===== src/rtl/raster_pkg.sv =====
// raster_pkg: default extents and small helpers shared by the raster position generator
package raster_pkg;
  localparam int X_MAX_DEF  = 1920;
  localparam int Y_MAX_DEF  = 1080;
  localparam int LAYERS_DEF = 4;
  function automatic int cw(input int n);
    return (n > 1) ? $clog2(n) : 1;
  endfunction
  function automatic int clamp(input int v, input int mx);
    return (v == 0 || v > mx) ? mx : v;
  endfunction
endpackage


===== src/rtl/wrap_cnt.sv =====
// wrap_cnt: modulo-limit counter with a combinational carry on the wrapping step
module wrap_cnt #(
  parameter int W = 4
) (
  input  logic         clk,
  input  logic         reset,
  input  logic         en,
  input  logic [W:0]   limit,
  output logic [W-1:0] count,
  output logic         carry
);
  assign carry = en && ({1'b0, count} == limit - 1'b1);
  always_ff @(posedge clk)
    if (reset) count <= '0;
    else if (en) count <= carry ? '0 : count + 1'b1;
endmodule


===== src/rtl/pixel_raster_counter.sv =====
// pixel_raster_counter: layer-major (layer, x, y) raster walker with frame-latched extents
module pixel_raster_counter
  import raster_pkg::*;
#(
  parameter int X_MAX  = X_MAX_DEF,
  parameter int Y_MAX  = Y_MAX_DEF,
  parameter int LAYERS = LAYERS_DEF,
  parameter int X_W    = cw(X_MAX),
  parameter int Y_W    = cw(Y_MAX),
  parameter int L_W    = cw(LAYERS)
) (
  input  logic           clk,
  input  logic           reset,
  input  logic           pixelInc,
  input  logic           restart,
  input  logic [X_W-1:0] xActive,
  input  logic [Y_W-1:0] yActive,
  output logic [L_W-1:0] layer,
  output logic [X_W-1:0] x,
  output logic [Y_W-1:0] y,
  output logic           lineStart,
  output logic           frameStart
);
  logic [X_W:0] r_x_lim;
  logic [Y_W:0] r_y_lim;
  logic         r_line_start, r_frame_start;
  logic         w_clr, w_adv, w_l_carry, w_x_carry, w_y_carry;
  assign w_clr      = reset | restart;
  assign w_adv      = pixelInc & ~w_clr;
  assign lineStart  = r_line_start;
  assign frameStart = r_frame_start;
  wrap_cnt #(.W(L_W)) u_layer (
    .clk(clk), .reset(w_clr), .en(w_adv), .limit((L_W+1)'(LAYERS)),
    .count(layer), .carry(w_l_carry)
  );
  wrap_cnt #(.W(X_W)) u_x (
    .clk(clk), .reset(w_clr), .en(w_l_carry), .limit(r_x_lim),
    .count(x), .carry(w_x_carry)
  );
  wrap_cnt #(.W(Y_W)) u_y (
    .clk(clk), .reset(w_clr), .en(w_x_carry), .limit(r_y_lim),
    .count(y), .carry(w_y_carry)
  );
  // extents reload at every frame origin so the new frame's first line already uses them
  always_ff @(posedge clk) begin
    if (w_clr || w_y_carry) begin
      r_x_lim <= (X_W+1)'(clamp(int'(xActive), X_MAX));
      r_y_lim <= (Y_W+1)'(clamp(int'(yActive), Y_MAX));
    end
    r_line_start  <= w_x_carry & ~w_y_carry;
    r_frame_start <= ~reset & (restart | w_y_carry);
  end
endmodule


===== config.mk =====
export PLATFORM = sky130hd
export DESIGN_NAME = pixel_raster_counter
export DESIGN_NICKNAME = d
export VERILOG_FILES = /design/src/rtl/raster_pkg.sv /design/src/rtl/wrap_cnt.sv /design/src/rtl/pixel_raster_counter.sv
export SDC_FILE = /design/constraint.sdc
export NUM_CORES = 1
export LEC_CHECK = 0
export CORE_ASPECT_RATIO = 2
export CORE_MARGIN = 2
export CORE_UTILIZATION = 50
export CTS_BUF_LIST = sky130_fd_sc_hd__clkbuf_8
export CTS_CLUSTER_DIAMETER = 200
export CTS_CLUSTER_SIZE = 12
export DETAILED_ROUTE_END_ITERATION = 8
export GPL_TIMING_DRIVEN = 0
export PLACE_DENSITY_LB_ADDON = 0.25
export SETUP_SLACK_MARGIN = 0.3
export SLEW_MARGIN = 20
export SYNTH_ARGS = -nofsm -noshare
export SYNTH_HDL_FRONTEND = slang
export SYNTH_HIERARCHICAL = 1
export SYNTH_SLANG_ARGS = --single-unit

===== constraint.sdc =====
create_clock -name clk -period 11.65 [get_ports clk]
set_input_delay 2.33 -clock clk [delete_from_list [all_inputs] [get_ports clk]]
set_output_delay 2.33 -clock clk [all_outputs]
set_load 0.05 [all_outputs]

==> impl_results.md, run 1 <==
- Post-DRT Antenna Nets: 0
- Synth async-reset ratio: 0%
- Worst slew margin: 36.6%
- Initial antenna violation count: 0
- Vias in the first global route: 2553
- FF+latch count, synth: 48
- Critical R2R Launch: r_x_lim[0]$_SDFFCE_PP0P_
- CTS tree: done
- Number of synthesized flops with an enable pin: 22
- Ant. Diodes: 0
- Clock Latency Late Sink: 0.31 ns
- Max clock buf depth: 2
- Critical path peak fanout: 22
- Top Ports: 52
- CP arrival: 7.02 ns
- Global-route wire length before repair: 11400 um
- Worst Tran Pin Value: 0.951 ns
- Worst path buffer plus inverter count: 1
- Post-synth cell types: 46
- Die W: 58.3 um
- Max-cap violations: 0
- Initial drt markers: 143
- Fin cells: 442
- Reg2reg end: r_x_lim[4]$_SDFFCE_PP0P_
- Required time worst endpoint: 11.58 ns
- Vias: 2598
- Setup ws final: 4.56 ns
- Critical-path cell list: clkdlybuf4s50_1 > or2_1 > nor2_1 > and3_1 > nand3_1 > nor3_1 > nand4_1 > nor4_2 > nand3_1 > nor3_1 > nand4_1 > nor4_1 > or3_1
- Final hold vios: 0
- Final setup viols: 0
- Hold Crit Endpoint: u_layer/count[0]$_SDFFE_PP0P_
- Power per cell area: 102 nW/um^2
- Die Footprint: 6570 um^2
- Fill count: 480
- RSZ-0062 raised after global routing: no
- Hold-fix buffers, CTS: 0
- Final #Nets: 411
- Crit share post-route: 60.9%
- Top-area cell type share of the netlist area: 22.4%
- Dpl hpwl: 5360 um
- Register area share after synthesis: 40.0%
- Most used DFF post-synth: dfxtp_1
- Routed len/inst: 15.5 um
- Placer Congestion: 0.882
- # resized after CTS: 0
- Total track usage: 22.5%
- Setup TNS Final: 0 ns
- R2R setup slack: 6.55 ns
- Postcts setup bufs: 0
- Number of remaining DRC errors: 0
- Pin count of the biggest net entering global routing: 23
- Vias per std cell: 5.88
- Final hold slack: 0.544 ns
- Initial Util: 51.7%
- Setup Crit Path Kind: primary input to flop
- Worst Reg-to-Reg Cells: 12
- Crit-path max cell delay: 0.80 ns
- Worst path top cell family by delay: simple AND/OR/NAND/NOR gates
- Largest cells by area after synthesis: edfxtp_1 (22%), dfxtp_1 (18%), xor2_1 (8.6%)
- Largest area contributor in the netlist: edfxtp_1
- Pleak: 0.00124 uW
- Post-synthesis average cell area: 9.28 um^2
- Cells after DPL: 434
- Final min period: 7.09 ns
- CP endpoint kind: flop
- Peak supply drop: 0.0903 mV
- Commonest cells after routing, fill and taps aside: clkdlybuf4s50_1 (50), xor2_1 (29), nor3_1 (28), dfxtp_1 (26), edfxtp_1 (22)
- Mapped Area: 2950 um^2
- Pre-CTS setup slack: 3.85 ns
- CTS clk-pin slew, worst paths: 0.09 ns
- Share of layout cells above drive strength 1: 8.14%
- HP Class: flop to flop
- Clock Skew: 0.0128 ns
- CTS buffer count: 5
- CTS root buffer: clkbuf_8
- Row cnt: 39
- TritonCTS Sinks: 48
- CP startpoint kind: primary input
- Htree depth: 2
- FMAX: 141 MHz
- Hold Crit Depth: 2
- Worst path slowest cell: or3_1
- Grt ovf: 0
- Routed WL: 6850 um
- Area grow syn2layout: 24.5%
- Yosys warning count: 6
- Router iterations before antenna repair: 4
- Worst Hold Launch: u_layer/count[0]$_SDFFE_PP0P_
- IO Port Bufs: 50
- Commonest non-fill, non-tap cell in the layout: clkdlybuf4s50_1
- DIE HEIGHT: 113 um
- Status: complete, no violations
- Final Slew Violations: 0
- Gate Count Post-Synth: 318
- Core box area: 5710 um^2
[registers in the layout (all words and copies together) (netlist names)]
register       flops
frameStart         1
lineStart          1
r_x_lim           11
r_y_lim           11
u_layer/count      2
u_x/count         11
u_y/count         11
[per-stage QoR]
| step | instance area (um^2) | util [%] | total power (uW) |
|---|---|---|---|
| 2_1_floorplan | 2970 | - | 231 |
| 3_3_place_gp | 3550 | 62.1 | 249 |
| 3_5_place_dp | 3550 | 62.1 | 251 |
| 4_1_cts | 3670 | 64.3 | 376 |
| 5_1_grt | 3670 | 64.4 | 390 |
| 6_report | 3670 | 64.4 | 374 |
[area by class of cell]
class                      instances  area [um^2]  area share (%)
multi-input combinational        247         1690            45.9
sequential                        48         1180            32.1
timing repair buffer              50          500            13.6
clock buffer                       6         82.6            2.25
tap                               61         76.3            2.08
inverter                          15         56.3            1.53
buffer                            13         53.8            1.46
clock inverter                     2         38.8            1.06
[tightest hold or removal path, cell delays in order (launching register included)]
cell	delay, ns
dfxtp_1	0.37
nand2b_1	0.08
a21oi_1	0.05
[cell families after synthesis]
family                     count (synthesis)  share of synthesized area, %
DFF                                       48                          40.0
and+or+nand+nor                          144                          27.9
muxes                                      2                         0.763
other                                      2                         0.254
buffers and inverters                     28                          3.73
AOI/OAI and AO/OA                         39                          10.3
adders and majority gates                  5                          2.12
xor gates and xnor gates                  50                          14.8
[routing by layer]
metal / GRT usage [%] / vias up / part of all wire, %
met1: 21.2 / 1238 / 34
met3: 3.23 / 18 / 3.3
met4: 11.2 / 0 / 3.4
met2: 44.0 / 68 / 59
met5: 0 / - / 0
li1: - / 1274 / -
[power by group]
part,total (uW),switching [uW],internal [uW],leakage [uW]
clock network,127,56.4,70.2,0.0000614
registers,192,7.45,185,0.000435
logic,55.4,29.2,26.1,0.000740
[Yosys cell counts, drive strengths merged (11+ instances only)]
cell type,n
xnor2,21
nand2,15
and2,12
nand3,11
inv,15
edfxtp,22
nor3,30
nor2,20
dfxtp,26
nor4,13
xor2,29
[worst max path at each step]
stage | start | end | slack (ns) | cells past startpoint
5_1_grt | restart | r_y_lim[4]$_SDFFCE_PP1P_ | 3.97 | 13
2_1_floorplan | restart | r_x_lim[0]$_SDFFCE_PP0P_ | 5.38 | 12
4_1_cts | restart | r_y_lim[8]$_SDFFCE_PP0P_ | 4.17 | 13
6_report | restart | r_x_lim[4]$_SDFFCE_PP0P_ | 4.56 | 13
3_5_place_dp | restart | r_y_lim[4]$_SDFFCE_PP1P_ | 3.85 | 13
3_3_place_gp | restart | r_y_lim[4]$_SDFFCE_PP1P_ | 3.86 | 13
Note: power is estimated with default switching activity, not from simulation.
==> run 2: changes to the inputs <==
- CORE_UTILIZATION: 50 -> 49
- clock period: 11.65 -> 5.75 ns (I/O delays scaled with it)
==> run 2 against run 1 <==
Against the previous run: the flow now finishes with violations (design-rule violations); total power grew 100%; non-clock buffer count is the same; highest routed layer unchanged; critical path type unchanged; clock skew shrank 0.0016 ns; critical path depth is the same.
==> impl_results.md, run 2 (synthesized netlist as in run 1, its figures left out) <==
- Status: finished, violations left (was complete, no violations)
- Failing checks: design-rule violations
- Initial Util: 50.0% (was 51.7%)
- Top Ports: 52 (unchanged)
- Crit-path max cell delay: 0.48 ns (was 0.80 ns)
- Setup TNS Final: 0 ns (unchanged)
- Max clock buf depth: 2 (unchanged)
- Final hold vios: 0 (unchanged)
- Int Pwr: 581 uW (was 281 uW)
- Postcts setup bufs: 0 (unchanged)
- CTS tree: done (unchanged)
- Worst slew margin: 58.0% (was 36.6%)
- RSZ-0062 raised after global routing: no (unchanged)
- HP Class: flop to flop (unchanged)
- Worst path slowest cell: nor4_4 (was or3_1)
- Row cnt: 40 (was 39)
- Final hold slack: 0.536 ns (was 0.544 ns)
- Placed Instance Area: 3560 um^2 (was 3550 um^2)
- CTS buffer count: 5 (unchanged)
- NetSw: 182 uW (was 93.1 uW)
- Fin area: 3700 um^2 (was 3670 um^2)
- Post-DRT Antenna Nets: 0 (unchanged)
- Vias in the first global route: 2333 (was 2553)
- Power per cell area: 206 nW/um^2 (was 102 nW/um^2)
- Reg power frac: 51.0% (was 51.4%)
- CP endpoint kind: flop (unchanged)
- Dpl hpwl: 4630 um (was 5360 um)
- CP startpoint kind: primary input (unchanged)
- DIE HEIGHT: 114 um (was 113 um)
- Switching Fraction: 23.8% (was 24.9%)
- Placer Congestion: 0.848 (was 0.882)
- Htree depth: 2 (unchanged)
- Router iterations before antenna repair: 6 (was 4)
- Total track usage: 18.8% (was 22.5%)
- Clock Skew: 0.0112 ns (was 0.0128 ns)
- TritonCTS Sinks: 48 (unchanged)
- Area grow syn2layout: 25.4% (was 24.5%)
- Combinational share of power: 14.6% (was 14.8%)
- CTS clk-pin slew, worst paths: 0.09 ns (about the same)
- Peak supply drop: 0.141 mV (was 0.0903 mV)
- Worst Tran Pin Value: 0.630 ns (was 0.951 ns)
- Critical-path cell list: clkdlybuf4s50_1 > or2_1 > nor2_1 > and3_1 > nand3_1 > nor3_1 > nand4_1 > nor4_4 > nand3_1 > nor3_1 > nand4_1 > nor4_2 > or3_4 (was clkdlybuf4s50_1 > or2_1 > nor2_1 > and3_1 > nand3_1 > nor3_1 > nand4_1 > nor4_2 > nand3_1 > nor3_1 > nand4_1 > nor4_1 > or3_1)
- Ant. Diodes: 0 (unchanged)
- Hold-fix buffers, CTS: 0 (unchanged)
- Pin count of the biggest net entering global routing: 23 (unchanged)
- Final setup viols: 0 (unchanged)
- Share of layout cells above drive strength 1: 8.66% (was 8.14%)
- CP arrival: 5.12 ns (was 7.02 ns)
- Vias: 2487 (was 2598)
- Final #Nets: 411 (unchanged)
- Setup Crit Path Kind: primary input to flop (unchanged)
- Initial antenna violation count: 0 (unchanged)
- Commonest non-fill, non-tap cell in the layout: clkdlybuf4s50_1 (unchanged)
- Global-route wire length before repair: 9930 um (was 11400 um)
- Core box area: 5910 um^2 (was 5710 um^2)
- Pleak: 0.00125 uW (was 0.00124 uW)
- Fill count: 508 (was 480)
- Routed WL: 5850 um (was 6850 um)
- FMAX: 195 MHz
- IO Port Bufs: 50 (unchanged)
- Commonest cells after routing, fill and taps aside: clkdlybuf4s50_1 (50), xor2_1 (29), nor3_1 (28), dfxtp_1 (26), edfxtp_1 (22) (unchanged)
- Number of remaining DRC errors: 6 (was 0)
- Final Slew Violations: 0 (unchanged)
- Critical path peak fanout: 22 (unchanged)
- Crit share post-route: 89.3%
- Final min period: 5.13 ns
- Die W: 58.9 um (was 58.3 um)
- Clock Latency Late Sink: 0.31 ns (about the same)
- Max-cap violations: 0 (unchanged)
- Grt ovf: 0 (unchanged)
- Clock share of power: 34.4% (was 33.8%)
- Initial drt markers: 108 (was 143)
- Required time worst endpoint: 5.74 ns (was 11.58 ns)
- Routed len/inst: 13.2 um (was 15.5 um)
- Vias per std cell: 5.60 (was 5.88)
- Die Footprint: 6700 um^2 (was 6570 um^2)
- Final Core Density: 62.7% (was 64.4%)
- CTS root buffer: clkbuf_8 (unchanged)
==> run 2: metal layers <==
metal / part of all wire [%] / track usage [%]
met3: 4.0 / 3.51
met1: 41 / 21.3
met2: 53 / 32.7
met5: 0 / 0
met4: 2.0 / 8.64
==> run 2: path summary, 6_finish.rpt <==
kind / start / end / slack, ns / cells past startpoint
min: u_layer/count[0]$_SDFFE_PP0P_ / u_layer/count[0]$_SDFFE_PP0P_ / 0.54 / 2
max: restart / r_x_lim[6]$_SDFFCE_PP0P_ / 0.62 / 13
max reg2reg: r_x_lim[0]$_SDFFCE_PP0P_ / r_x_lim[6]$_SDFFCE_PP0P_ / 1.30 / 12
min reg2reg: u_layer/count[0]$_SDFFE_PP0P_ / u_layer/count[0]$_SDFFE_PP0P_ / 0.54 / 2
==> run 2: area by class of cell <==
| type | count | area, um^2 | share of cell area (%) |
|---|---|---|---|
| flip-flops and latches | 48 | 1180 | 31.9 |
| well taps | 63 | 78.8 | 2.13 |
| clock inverters | 1 | 30.0 | 0.811 |
| inverters | 15 | 56.3 | 1.52 |
| clock buffers | 7 | 96.3 | 2.60 |
| repair buffers | 50 | 500 | 13.5 |
| plain buffers | 13 | 53.8 | 1.45 |
| multi-input cells | 247 | 1710 | 46.1 |
==> run 2: stage by stage <==
step	total power [uW]	cells	setup WS (ns)
finish	763	444	0.617
global route	797	444	0.302
CTS	769	444	0.402
detailed placement	505	436	-0.473
global placement	499	436	-0.752
floorplan	468	323	0.659
==> run 2: critical path: cells and delay by family <==
family	cells	cell delay [ns]
simple gates	12	3.51
buf+inv	1	0.44
==> run 2: timing repair <==
| action | in CTS | in global routing |
|---|---|---|
| resized for setup | 3 | 1 |
| pin swaps | 0 | 1 |
| cloned | 0 | 0 |
| endpoints found under the setup margin | 22 | 22 |
==> run 2: power by group through the flow <==
stage               clock (uW)  sequential (uW)  combinational (uW)
floorplan                    0              395                72.2
global placement             0              396                 103
detailed placement           0              397                 108
CTS                        270              389                 110
global route               283              392                 122
finish                     263              389                 111
